[config.mk]
export PLATFORM = sky130hd
export DESIGN_NAME = argmax_classifier_flat
export DESIGN_NICKNAME = d
export VERILOG_FILES = /design/src/rtl/argmax_classifier_if.sv /design/src/rtl/argmax_classifier.sv /design/src/flat_wrapper.sv
export SDC_FILE = /design/constraint.sdc
export NUM_CORES = 1
export LEC_CHECK = 0
export BUFFER_PORTS_ARGS = -buffer_cell sky130_fd_sc_hd__buf_2
export CAP_MARGIN = 25
export CORE_ASPECT_RATIO = 1.1
export CORE_MARGIN = 8
export CORE_UTILIZATION = 40
export CTS_CLUSTER_DIAMETER = 40
export CTS_CLUSTER_SIZE = 25
export DETAILED_ROUTE_END_ITERATION = 7
export SLEW_MARGIN = 40
export SYNTH_ARGS = -nofsm -noshare
export SYNTH_HDL_FRONTEND = slang
export SYNTH_SLANG_ARGS = --single-unit
[constraint.sdc]
create_clock -name clk -period 4.5 [get_ports clk]
set_input_delay 0.9 -clock clk [delete_from_list [all_inputs] [get_ports clk]]
set_output_delay 0.9 -clock clk [all_outputs]
set_load 0.01 [all_outputs]
[src/rtl/argmax_classifier_if.sv]
// Score/result bundle for argmax_classifier; master drives scores and handshake, slave returns result.
// The ARGMAX_RUNNER_UP_EN macro adds the runner_up and margin signals.
interface argmax_classifier_if #(
  parameter int DATA_WIDTH = 48,
  parameter int CLASS_NUM  = 10,
  parameter int IDX_WIDTH  = 4
);
  logic                         start;
  logic signed [DATA_WIDTH-1:0] scores [0:CLASS_NUM-1];
  logic                         busy;
  logic                         out_valid;
  logic                         out_ready;
  logic [IDX_WIDTH-1:0]         class_idx;
  logic signed [DATA_WIDTH-1:0] max_score;
`ifdef ARGMAX_RUNNER_UP_EN
  logic signed [DATA_WIDTH-1:0] runner_up;
  logic [DATA_WIDTH:0]          margin;

  modport master (output start, scores, out_ready,
                  input  busy, out_valid, class_idx, max_score, runner_up, margin);
  modport slave  (input  start, scores, out_ready,
                  output busy, out_valid, class_idx, max_score, runner_up, margin);
`else
  modport master (output start, scores, out_ready,
                  input  busy, out_valid, class_idx, max_score);
  modport slave  (input  start, scores, out_ready,
                  output busy, out_valid, class_idx, max_score);
`endif
endinterface

[src/rtl/argmax_classifier.sv]
// Sequential argmax over a snapshot of CLASS_NUM signed scores, one compare per cycle.
// Optional macro ARGMAX_RUNNER_UP_EN adds second-best tracking (runner_up, margin).
module argmax_classifier #(
  parameter int DATA_WIDTH = 48,
  parameter int CLASS_NUM  = 10,
  parameter int IDX_WIDTH  = 4
) (
  input  logic                clk,
  input  logic                rst_n,
  argmax_classifier_if.slave  bus
);

  typedef enum logic [1:0] {IDLE, SCAN, HOLD} state_t;

  state_t                       r_state;
  logic [IDX_WIDTH-1:0]         r_ptr;
  logic signed [DATA_WIDTH-1:0] r_snap [0:CLASS_NUM-1];
  logic signed [DATA_WIDTH-1:0] r_max;
  logic [IDX_WIDTH-1:0]         r_idx;
  logic                         r_busy;
  logic                         r_valid;

  logic signed [DATA_WIDTH-1:0] w_cur;
  logic                         w_gt;
  logic                         w_last;
  logic                         w_load;

  assign w_cur  = r_snap[r_ptr];
  assign w_gt   = w_cur > r_max;
  assign w_last = (r_ptr == IDX_WIDTH'(CLASS_NUM - 1));
  assign w_load = (r_state == IDLE) && bus.start;

  always_ff @(posedge clk or negedge rst_n) begin
    if (!rst_n) begin
      for (int i = 0; i < CLASS_NUM; i++) r_snap[i] <= '0;
    end else if (w_load) begin
      for (int i = 0; i < CLASS_NUM; i++) r_snap[i] <= bus.scores[i];
    end
  end

`ifdef ARGMAX_RUNNER_UP_EN
  localparam logic signed [DATA_WIDTH-1:0] MIN_SCORE = {1'b1, {(DATA_WIDTH-1){1'b0}}};

  logic signed [DATA_WIDTH-1:0] r_ru;
  logic                         w_gt_ru;

  assign w_gt_ru = w_cur > r_ru;

  // Strict compares keep an equal maximum out of the max path, so it lands in runner_up.
  always_ff @(posedge clk or negedge rst_n) begin
    if (!rst_n) begin
      r_ru <= '0;
    end else if (w_load) begin
      r_ru <= MIN_SCORE;
    end else if (r_state == SCAN) begin
      if (w_gt)         r_ru <= r_max;
      else if (w_gt_ru) r_ru <= w_cur;
    end
  end

  assign bus.runner_up = r_ru;
  assign bus.margin    = {r_max[DATA_WIDTH-1], r_max} - {r_ru[DATA_WIDTH-1], r_ru};
`endif

  always_ff @(posedge clk or negedge rst_n) begin
    if (!rst_n) begin
      r_state <= IDLE;
      r_ptr   <= '0;
      r_max   <= '0;
      r_idx   <= '0;
      r_busy  <= 1'b0;
      r_valid <= 1'b0;
    end else begin
      case (r_state)
        IDLE: begin
          if (bus.start) begin
            r_max   <= bus.scores[0];
            r_idx   <= '0;
            r_ptr   <= IDX_WIDTH'(1);
            r_busy  <= 1'b1;
            r_state <= SCAN;
          end
        end
        SCAN: begin
          if (w_gt) begin
            r_max <= w_cur;
            r_idx <= r_ptr;
          end
          r_ptr <= r_ptr + IDX_WIDTH'(1);
          if (w_last) begin
            r_busy  <= 1'b0;
            r_valid <= 1'b1;
            r_state <= HOLD;
          end
        end
        HOLD: begin
          if (bus.out_ready) begin
            r_valid <= 1'b0;
            r_state <= IDLE;
          end
        end
        default: r_state <= IDLE;
      endcase
    end
  end

  assign bus.busy      = r_busy;
  assign bus.out_valid = r_valid;
  assign bus.class_idx = r_idx;
  assign bus.max_score = r_max;

endmodule

[src/flat_wrapper.sv]
// flat-port wrapper written by rule: the top's interface ports become plain ports
module argmax_classifier_flat 
#(
  parameter int DATA_WIDTH = 48,
  parameter int CLASS_NUM  = 10,
  parameter int IDX_WIDTH  = 4
)
  (clk, rst_n, bus_start, bus_scores, bus_out_ready, bus_busy, bus_out_valid, bus_class_idx, bus_max_score);
  argmax_classifier_if #(.DATA_WIDTH(DATA_WIDTH), .CLASS_NUM(CLASS_NUM), .IDX_WIDTH(IDX_WIDTH)) bus_i ();
  input  logic clk;
  input  logic rst_n;
  input wire logic [$bits(bus_i.start)-1:0] bus_start;
  input wire logic [$bits(bus_i.scores)-1:0] bus_scores;
  input wire logic [$bits(bus_i.out_ready)-1:0] bus_out_ready;
  output wire logic [$bits(bus_i.busy)-1:0] bus_busy;
  output wire logic [$bits(bus_i.out_valid)-1:0] bus_out_valid;
  output wire logic [$bits(bus_i.class_idx)-1:0] bus_class_idx;
  output wire logic [$bits(bus_i.max_score)-1:0] bus_max_score;
  assign bus_i.start = bus_start;
  assign bus_i.scores = {>>{bus_scores}};
  assign bus_i.out_ready = bus_out_ready;
  assign bus_busy = bus_i.busy;
  assign bus_out_valid = bus_i.out_valid;
  assign bus_class_idx = bus_i.class_idx;
  assign bus_max_score = bus_i.max_score;
  argmax_classifier #(.DATA_WIDTH(DATA_WIDTH), .CLASS_NUM(CLASS_NUM), .IDX_WIDTH(IDX_WIDTH)) u_core (.clk(clk), .rst_n(rst_n), .bus(bus_i));
endmodule
# Word level (Yosys, flattened, before mapping)
# Index checks and enable logic that the tools add are counted.
dict set report totals {
  register_bits 540
  latchBits 0
  mem_bits_rw 0
  romBits 0
  in_bits 484
  out_inout_bits 54
  elab_cells 57
  n_memories 0
}
dict set report classes {
  addsub 1
  n_mul 0
  div 0
  magnitude_cmp 2
  n_eq_ne 7
  n_shift 0
  mux 21
  n_bitwise 1
  reduce_logical 9
}
# cell n
set ops {}
lappend ops {{48-bit binary-select mux with 4-bit select} 1}
lappend ops {{48-bit 2-to-1 mux} 4}
lappend ops {{48-bit one-hot mux with 2 select lines} 1}
lappend ops {{48-bit > comparator} 1}
lappend ops {{4-bit one-hot mux with 2 select lines} 2}
lappend ops {{4-bit 2-to-1 mux} 3}
lappend ops {{3-bit AND reduction} 4}
lappend ops {{2-bit 2-to-1 mux} 3}
lappend ops {{2-bit one-hot mux with 3 select lines} 1}
lappend ops {{5-bit >= comparator (second input constant)} 1}
lappend ops {{4-bit NOT with 5-bit output} 1}
lappend ops {{4-bit by 1-bit adder with 4-bit output (second input constant)} 1}
lappend ops {{4-bit equality test (second input constant)} 1}
lappend ops {{1-bit 2-to-1 mux} 4}
lappend ops {{2-bit by 1-bit inequality test with 1-bit output (second input constant)} 2}
lappend ops {{2-bit inequality test (second input constant)} 2}
lappend ops {{1-bit one-hot mux with 2 select lines} 2}
lappend ops {{2-bit nonzero test} 2}
lappend ops {{2-bit by 1-bit equality test with 1-bit output (second input constant)} 1}
lappend ops {{2-bit equality test (second input constant)} 1}
lappend ops {{2-bit zero test} 1}
lappend ops {{2-bit AND reduction} 1}
lappend ops {{1-bit logical AND} 1}

# Longest topological paths before layout
# Gate-level depths: netlist (run 1).
dict set report depth {
  ltp_word 7
  depth_mapped 17
}

# Worst setup path after synthesis (run 1)
# No wires, ideal clock.
dict set report synth_path {
  kind {register to register}
  startpoint {reg u_core.r_ptr[0]}
  endpoint {reg u_core.r_idx[0], in the netlist u_core.bus.class_idx[0]}
  setup_time_ps 125
  t_arrival_ps 3650
  path_slack_ps 724
  path_stages_with_launch 17
  synth_period_minus_slack_ps 3776
  cell_sequence {dfrtp_1 buf_2 buf_2 buf_2 buf_2 mux2i_1 o22ai_1 ha_1 nand4_1 nor3_2 nand4_2 nor4_4 a2111oi_2 xnor2_1 o21ai_2 buf_6 mux2_4}
}
dict set report synth_via {
  elab_chain_cells 7
}
# item line
set synth_rtl {}
lappend synth_rtl {{start, declared} argmax_classifier.sv:16} ;# logic [IDX_WIDTH-1:0] r_ptr;
lappend synth_rtl {{start signal, assigned} argmax_classifier.sv:89} ;# r_ptr <= r_ptr + IDX_WIDTH'(1);
lappend synth_rtl {{4-bit NOT with 5-bit output (not written as such)} argmax_classifier.sv:28} ;# assign w_cur = r_snap[r_ptr];
lappend synth_rtl {{48-bit binary-select mux with 4-bit select} argmax_classifier.sv:28}
lappend synth_rtl {{48-bit 2-to-1 mux (not written as such) (2 in series)} argmax_classifier.sv:28}
lappend synth_rtl {{48-bit > comparator} argmax_classifier.sv:29} ;# assign w_gt = w_cur > r_max;
lappend synth_rtl {{2-bit by 1-bit inequality test with 1-bit output (no line)} n/a}
lappend synth_rtl {{3-bit AND reduction (no line)} n/a}
lappend synth_rtl {{end signal, assigned} argmax_classifier.sv:87} ;# r_idx <= r_ptr;
lappend synth_rtl {{end, declared} argmax_classifier.sv:19} ;# logic [IDX_WIDTH-1:0] r_idx;
# Several ways; a longest one is shown, not always the timed one. The select of a mux whose other input is x is not followed.
# A chain may end at the register's enable or synchronous reset.

# Worst setup path in the final report (run 1)
dict set report layout_path {
  startpoint {reg u_core.r_ptr[0]}
  endpoint {reg u_core.r_max[33], in the netlist u_core.bus.max_score[33]}
}
dict set report layout_via {
  elab_chain_cells 7
}
# item line
set layout_rtl {}
lappend layout_rtl {{4-bit NOT with 5-bit output (not written as such) *} argmax_classifier.sv:28}
lappend layout_rtl {{48-bit binary-select mux with 4-bit select *} argmax_classifier.sv:28}
lappend layout_rtl {{48-bit 2-to-1 mux (not written as such) * (2 in series)} argmax_classifier.sv:28}
lappend layout_rtl {{48-bit > comparator} argmax_classifier.sv:29}
lappend layout_rtl {{2-bit by 1-bit inequality test with 1-bit output (no line)} n/a}
lappend layout_rtl {{3-bit AND reduction (no line)} n/a}
lappend layout_rtl {{end signal, assigned} argmax_classifier.sv:77} ;# r_max <= bus.scores[0];
lappend layout_rtl {{end signal, assigned} argmax_classifier.sv:86} ;# r_max <= w_cur;
lappend layout_rtl {{end, declared} argmax_classifier.sv:18} ;# logic signed [DATA_WIDTH-1:0] r_max;
# Every way passes the cells marked *; elsewhere a longest branch is shown, timed or not. The select of a mux whose other input is x is not followed.

==> results of run 1 <==
[per-layer routing]
| metal | GRT usage | share of wire |
|---|---|---|
| met1 | 0.276 | 0.41 |
| met2 | 0.376 | 0.50 |
| met3 | 0.0414 | 0.058 |
| met4 | 0.0931 | 0.036 |
| met5 | 0 | 0.00025 |
[through the flow]
stage / cells / worst slack, ns / utilization / TNS (ns) / power (mW)
floorplan: 2693 / 0.724 / - / 0 / 17.2
global placement: 3974 / -0.0581 / 0.463 / -0.723 / 20.5
global route: 4152 / -0.0212 / 0.514 / -0.0212 / 29.7
finish: 4152 / 0.186 / 0.514 / 0 / 27.9
detailed placement: 3975 / -0.0685 / 0.464 / -1.00 / 20.9
CTS: 4131 / 0.0879 / 0.509 / 0 / 27.6
[power by group]
group	total (mW)	switching, mW	leakage, nW	internal, mW
combinational	12.7	6.81	9.65	5.90
clock	6.48	2.65	1.37	3.83
sequential	8.71	1.47	6.70	7.23
total	27.9	10.9	17.7	17.0
[registers in the layout, summed over array words and instances (netlist names)]
register and cells:
u_core.r_ptr 4, u_core.r_snap 480, u_core.r_state 2, u_core.bus.busy 1, u_core.bus.max_score 48, u_core.bus.class_idx 4
u_core.bus.out_valid 1
[repair_timing]
item,in CTS,in global routing
buffers inserted,2,16
endpoints found under the setup margin,38,52
cloned,0,2
pin swaps,0,8
resized for setup,1,17
hold buffers,0,0
[area by class of cell]
| type | instances | area [um^2] | area share |
|---|---|---|---|
| clock buffers | 89 | 2140 | 0.0658 |
| diodes | 2 | 5.00 | 0.000154 |
| repair buffers | 624 | 3730 | 0.115 |
| multi-input cells | 1936 | 11200 | 0.344 |
| flip-flops and latches | 540 | 13500 | 0.416 |
| clock inverters | 65 | 682 | 0.0210 |
| well taps | 841 | 1050 | 0.0323 |
| inverters | 55 | 209 | 0.00642 |
[synthesized netlist by cell type, drive strengths merged]
master   number
o22a          1
nor4          2
buf          31
o22ai        48
xnor2         1
o211ai        2
nand2      1465
nor3          1
nand4         9
mux2i       193
nor2          6
dfrtp       540
and2          2
a2111oi       1
nand3        11
a211oi        1
mux4         96
o31a          1
a21oi        19
nor2b         2
mux2          2
a21boi        1
clkbuf      131
nand2b        1
ha           50
a2111o        1
a21o          3
inv          55
and4          1
and3          1
o21ai        12
a221oi        3
[path summary, 6_finish.rpt]
check | from | to | cells after the start | slack [ns]
min in group clk | u_core.r_snap[344]$_DFFE_PN0P_ | u_core.r_snap[344]$_DFFE_PN0P_ | 2 | 0.47
worst max register to register | u_core.r_ptr[0]$_DFFE_PN0P_ | u_core.bus.max_score[33]$_DFFE_PN0P_ | 18 | 0.19
max in group asynchronous | rst_n | u_core.bus.max_score[18]$_DFFE_PN0P_ | 3 | 2.98
worst min-delay path | rst_n | u_core.r_snap[470]$_DFFE_PN0P_ | 1 | 0.21
worst min register to register | u_core.r_snap[344]$_DFFE_PN0P_ | u_core.r_snap[344]$_DFFE_PN0P_ | 2 | 0.47
worst max-delay path | u_core.r_ptr[0]$_DFFE_PN0P_ | u_core.bus.max_score[33]$_DFFE_PN0P_ | 18 | 0.19
[cell families after synthesis]
| group | share of synthesized area |
|---|---|
| and+or+nand+nor | 0.225 |
| DFF | 0.529 |
| muxes | 0.162 |
| buffers and inverters | 0.0363 |
| AOI/OAI and AO/OA | 0.0232 |
| adders and majority gates | 0.0245 |
| xor gates and xnor gates | 0.000343 |
==> summary.md, run 1 <==
| Metric | Value |
|---|---|
| Outcome | `completed` |
| Critical path class | `reg -> reg` |
| Clock transition at path regs | `0.07 ns` |
| Wirelength, routed | `about 84000 um` |
| CTS tree | `done` |
| Worst Path Required | `around 5.0 ns` |
| Final hold violation count | `0` |
| Slowest CP cell | `dfrtp_4` |
| Largest delay share family, worst path | `simple AND/OR/NAND/NOR gates` |
| Headroom to the max-slew limit | `0.462` |
| Final Critical Period | `4.31 ns` |
| DRT Pass-1 Iters | `7` |
| Yosys top cell area share | `0.529` |
| Sink Count | `between 500 and 600` |
| Period utilisation layout | `0.959` |
| Total CTS buffers | `83` |
| Clock root buffer | `clkbuf_16` |
| DRT iter0 DRCs | `1636` |
| Slew Viols, Final | `0` |
| Global-route usage over all layers | `0.221` |
| Via/cell ratio | `roughly 5.1` |
| Yosys warns | `0` |
| Finish-stage setup viols | `0` |
| Fin nets | `3774` |
| Worst-Margin Slew | `0.806 ns` |
| Clock buffer depth | `3` |
| Setup crit end kind | `flip-flop` |
| Critical Path, Cell by Cell | `buf_12 -> buf_12 -> buf_4 -> buf_4 -> mux4_2 -> mux2i_1 -> o22ai_1 -> ha_1 -> nand2_1 -> nor3_4 -> nand4_4 -> nor4_4 -> a2111oi_4 -> xnor2_1 -> o21ai_4 -> buf_6 -> buf_12 -> mux2i_2` |
| Most common cell after layout, fill and taps aside | `nand2_1` |
| ANT nets after route | `0` |
| # port buffers | `between 500 and 600` |
| First-pass GRT wire length | `126000 um` |
| Max-cap viol count | `0` |
| WP data arrival | `4.83 ns` |
| Clk_lat worst skew | `0.62 ns` |
| Post-Synthesis Cells | `2693` |
| LEAKAGE | `17.7 nW` |
| Syn nets | `3227` |
| Die area | `72200 um^2` |
| CP max FO | `13` |
| Largest stage delay on the critical path | `0.49 ns` |
| Area leader, netlist | `dfrtp_1` |
| I/O pin cnt | `538` |
| Mapped Area | `between 20000 and 30000 um^2` |
| P per Cell Area | `858 nW/um^2` |
| DP HPWL | `between 60000 and 70000 um` |
| Cell variety after synth | `43` |
| Seq/Total Area, Yosys | `0.529` |
| Commonest non-fill, non-tap cells in the layout | `1464 x nand2_1, 537 x dfrtp_1, 536 x buf_2` |
| WL/cell | `roughly 20 um` |
| GRT overflow | `0` |
| Largest net degree at the start of global routing | `118` |
| Num rows | `between 90 and 100` |
| DR vias | `21100` |
| Syn_area_per_cell | `roughly 9.5 um^2` |
| Seq cells post-synth | `540` |
| Htree depth | `3` |
| Layout overhead on the synthesized area | `27.5%` |
| Final RePlAce weighted congestion | `between 0.8 and 0.9` |
| Layout cell share with drive strength beyond 1 | `0.271` |
| Fmax | `0.232 GHz` |
| Buffers & Inverters on Critical Path | `6` |
| Vias in the first global route | `approximately 22000` |
| Tightest Hold Check Type | `in -> async` |
| Clock Skew | `~0.025 ns` |
| Initial antenna violation count | `6` |
| Main area contributors after synthesis | `dfrtp_1 53%, nand2_1 22%, mux4_2 8.5%` |
| Fill cell count | `about 5900` |
| Die H | `281 um` |
| Core Box Area | `63400 um^2` |
| Startpoint types | `flip-flop` |
| Placed inst area | `29400 um^2` |
| Initial Util | `0.403` |
| DIE WIDTH | `~260 um` |
| Worst vdd ir | `0.621 mV` |
| Crit path top cell by count | `buf_12` |
| DRC Markers | `0` |
| Fin area | `roughly 33000 um^2` |
| Hold Slack | `between 0.2 and 0.25 ns` |
No activity file was read; power rests on OpenSTA's default activity.
==> inputs of run 2 (changes only) <==
--- a/config.mk
+++ b/config.mk
@@ -9,10 +9,12 @@
 export CAP_MARGIN = 25
 export CORE_ASPECT_RATIO = 1.1
 export CORE_MARGIN = 8
-export CORE_UTILIZATION = 40
+export CORE_UTILIZATION = 45
 export CTS_CLUSTER_DIAMETER = 40
 export CTS_CLUSTER_SIZE = 25
 export DETAILED_ROUTE_END_ITERATION = 7
+export GPL_ROUTABILITY_DRIVEN = 0
+export PLACE_DENSITY = 0.68
 export SLEW_MARGIN = 40
 export SYNTH_ARGS = -nofsm -noshare
 export SYNTH_HDL_FRONTEND = slang
==> run 2 against run 1 <==
Sequential share of layout area rose by 0.44 points. Non-clock buffer count fell by 15. Count of clock-buffer cells in the layout shrank 2. Sequential cell count stayed put. Register-to-register slack got worse by 0.05 ns. Total power down 1.3%. Largest cell class unchanged.
==> summary.md, run 2 (synthesis results as in run 1) <==
| Metric | Value |
|---|---|
| CTS tree | `done` |
| Finish-stage setup viols | `0` |
| WL/cell | `around 20 um` |
| Setup crit end kind | `flip-flop` |
| Largest net degree at the start of global routing | `121` |
| Max reg flops | `between 400 and 500` |
| Total CTS buffers | `just under 80` |
| Layout Utilization | `0.574` |
| Tightest Hold Check Type | `in -> async` |
| Dpl cells | `3867` |
| DIE WIDTH | `243 um` |
| Most flops, register | `u_core.r_snap` |
| Clock root buffer | `clkbuf_16` |
| Fin nets | `about 3800` |
| DRT iter0 DRCs | `roughly 1700` |
| Largest stage delay on the critical path | `0.52 ns` |
| # port buffers | `537` |
| Max-cap viol count | `0` |
| Clock transition at path regs | `0.06 ns` |
| Critical Path, Cell by Cell | `buf_4 -> clkbuf_16 -> clkbuf_16 -> mux4_2 -> mux2i_1 -> o22ai_1 -> ha_1 -> nand4_1 -> a2111o_1 -> o211ai_1 -> a2111oi_2 -> xnor2_1 -> o21ai_4 -> buf_12 -> buf_12 -> mux2_4` |
| Die H | `approximately 270 um` |
| Commonest non-fill, non-tap cells in the layout | `1464 x nand2_1, 537 x dfrtp_1, 536 x buf_2` |
| RSZ-0062 raised after global routing | `yes` |
| P per Cell Area | `856 nW/um^2` |
| Fin area | `32200 um^2` |
| CP max FO | `14` |
| Outcome | `completed` |
| Slew Viols, Final | `0` |
| DP Worst Slack | `-0.0228 ns` |
| Worst vdd ir | `about 0.41 mV` |
| LEAKAGE | `roughly 18 nW` |
| Startpoint types | `flip-flop` |
| Initial antenna violation count | `3` |
| Layout cell share with drive strength beyond 1 | `0.262` |
| Wirelength, routed | `about 80000 um` |
| DRC Markers | `0` |
| Final Critical Period | `4.36 ns` |
| Htree depth | `3` |
| Worst Path Required | `between 4 and 5 ns` |
| Layout overhead on the synthesized area | `26.2%` |
| Clk_lat worst skew | `0.61 ns` |
| Sink Count | `540` |
| Critical path class | `reg -> reg` |
| I/O pin cnt | `538` |
| Worst-Margin Slew | `0.820 ns` |
| Setup Total Neg Slack | `0 ns` |
| Non-filler cells, final | `approximately 4000` |
| GRT overflow | `0` |
| Fmax | `0.229 GHz` |
| Slowest CP cell | `mux4_2` |
| Via/cell ratio | `5.28` |
| Final hold violation count | `0` |
| DRT Pass-1 Iters | `6` |
| Clock buffer depth | `3` |
| WP data arrival | `4.83 ns` |
| First-pass GRT wire length | `126000 um` |
| Placed inst area | `29200 um^2` |
| Headroom to the max-slew limit | `0.452` |
| Num rows | `91` |
| Most common cell after layout, fill and taps aside | `nand2_1` |
| Die area | `64600 um^2` |
| Setup WS post-layout | `0.138 ns` |
| Global-route usage over all layers | `0.245` |
| Period utilisation layout | `0.969` |
| Initial Util | `0.455` |
| Clock Skew | `0.0333 ns` |
| Vias in the first global route | `22700` |
| Fill cell count | `4796` |
| DP HPWL | `a little under 60000 um` |
| ANT nets after route | `0` |
| DR vias | `21200` |
| Core Box Area | `56100 um^2` |
[run 2: changes by cell type in the layout (fill, tap and decap cells not counted), sizes merged]
cell      before  now
clkinvlp       8    5
diode          2    3
buf          622  605
clkinv        17   23
bufinv         4    6
inv           91   75
[run 2: final timing paths]
check | start | to | slack [ns] | cells past startpoint
min reg2reg | u_core.r_snap[296]$_DFFE_PN0P_ | u_core.r_snap[296]$_DFFE_PN0P_ | 0.47 | 2
min | rst_n | u_core.r_snap[86]$_DFFE_PN0P_ | 0.19 | 1
max reg2reg | u_core.r_ptr[0]$_DFFE_PN0P_ | u_core.bus.max_score[0]$_DFFE_PN0P_ | 0.14 | 16
max in group asynchronous | rst_n | u_core.r_snap[165]$_DFFE_PN0P_ | 2.93 | 3
max | u_core.r_ptr[0]$_DFFE_PN0P_ | u_core.bus.max_score[0]$_DFFE_PN0P_ | 0.14 | 16
min in group clk | u_core.r_snap[296]$_DFFE_PN0P_ | u_core.r_snap[296]$_DFFE_PN0P_ | 0.47 | 2
[run 2: critical path, delay by kind of cell (launching register included)]
| family | cells | cell delay (ns) |
|---|---|---|
| AO/OA/AOI/OAI | 5 | 1.11 |
| multiplexers | 3 | 1.04 |
| buffers and inverters | 5 | 0.88 |
| flip-flops | 1 | 0.48 |
| adder cells (fa/ha/maj) | 1 | 0.35 |
| AND/OR/NAND/NOR | 1 | 0.18 |
| XOR/XNOR | 1 | 0.18 |
[run 2: power breakdown]
part | total [mW] | leakage [nW] | internal (mW) | switching, mW
clock network | 6.23 | 1.30 | 3.72 | 2.50
registers | 8.75 | 6.70 | 7.23 | 1.52
logic | 12.6 | 9.61 | 5.83 | 6.75
total | 27.6 | 17.6 | 16.8 | 10.8
[run 2: per-layer routing]
| layer | part of all wire | GRT usage | wire, um |
|---|---|---|---|
| met1 | 0.40 | 0.304 | 32500 |
| met3 | 0.067 | 0.0501 | 5500 |
| met5 | 0 | 0 | 0 |
| met2 | 0.49 | 0.411 | 40500 |
| met4 | 0.044 | 0.115 | 3590 |
[run 2: what timing repair did]
action,4_1_cts,5_1_grt
hold buffers,0,0
cloned,0,4
pin swaps,0,2
gates resized for setup,4,6
setup endpoints to repair,15,49
buffers inserted,0,11
[run 2: final cells by class]
cell class | instances | area [um^2] | share of cell area
Antenna cell | 3 | 7.51 | 0.000233
Tap cell | 744 | 931 | 0.0289
Multi-Input combinational cell | 1936 | 11100 | 0.346
Sequential cell | 540 | 13500 | 0.420
Inverter | 55 | 208 | 0.00645
Clock inverter | 54 | 669 | 0.0208
Timing Repair Buffer | 609 | 3700 | 0.115
Clock buffer | 87 | 2030 | 0.0630
[run 2: per-stage QoR]
stage	hold slack (ns)	total power, mW
3_5_place_dp	0.458	20.7
4_1_cts	0.371	27.1
5_1_grt	0.178	29.3
2_1_floorplan	0.440	17.2
6_report	0.187	27.6
3_3_place_gp	0.452	20.1
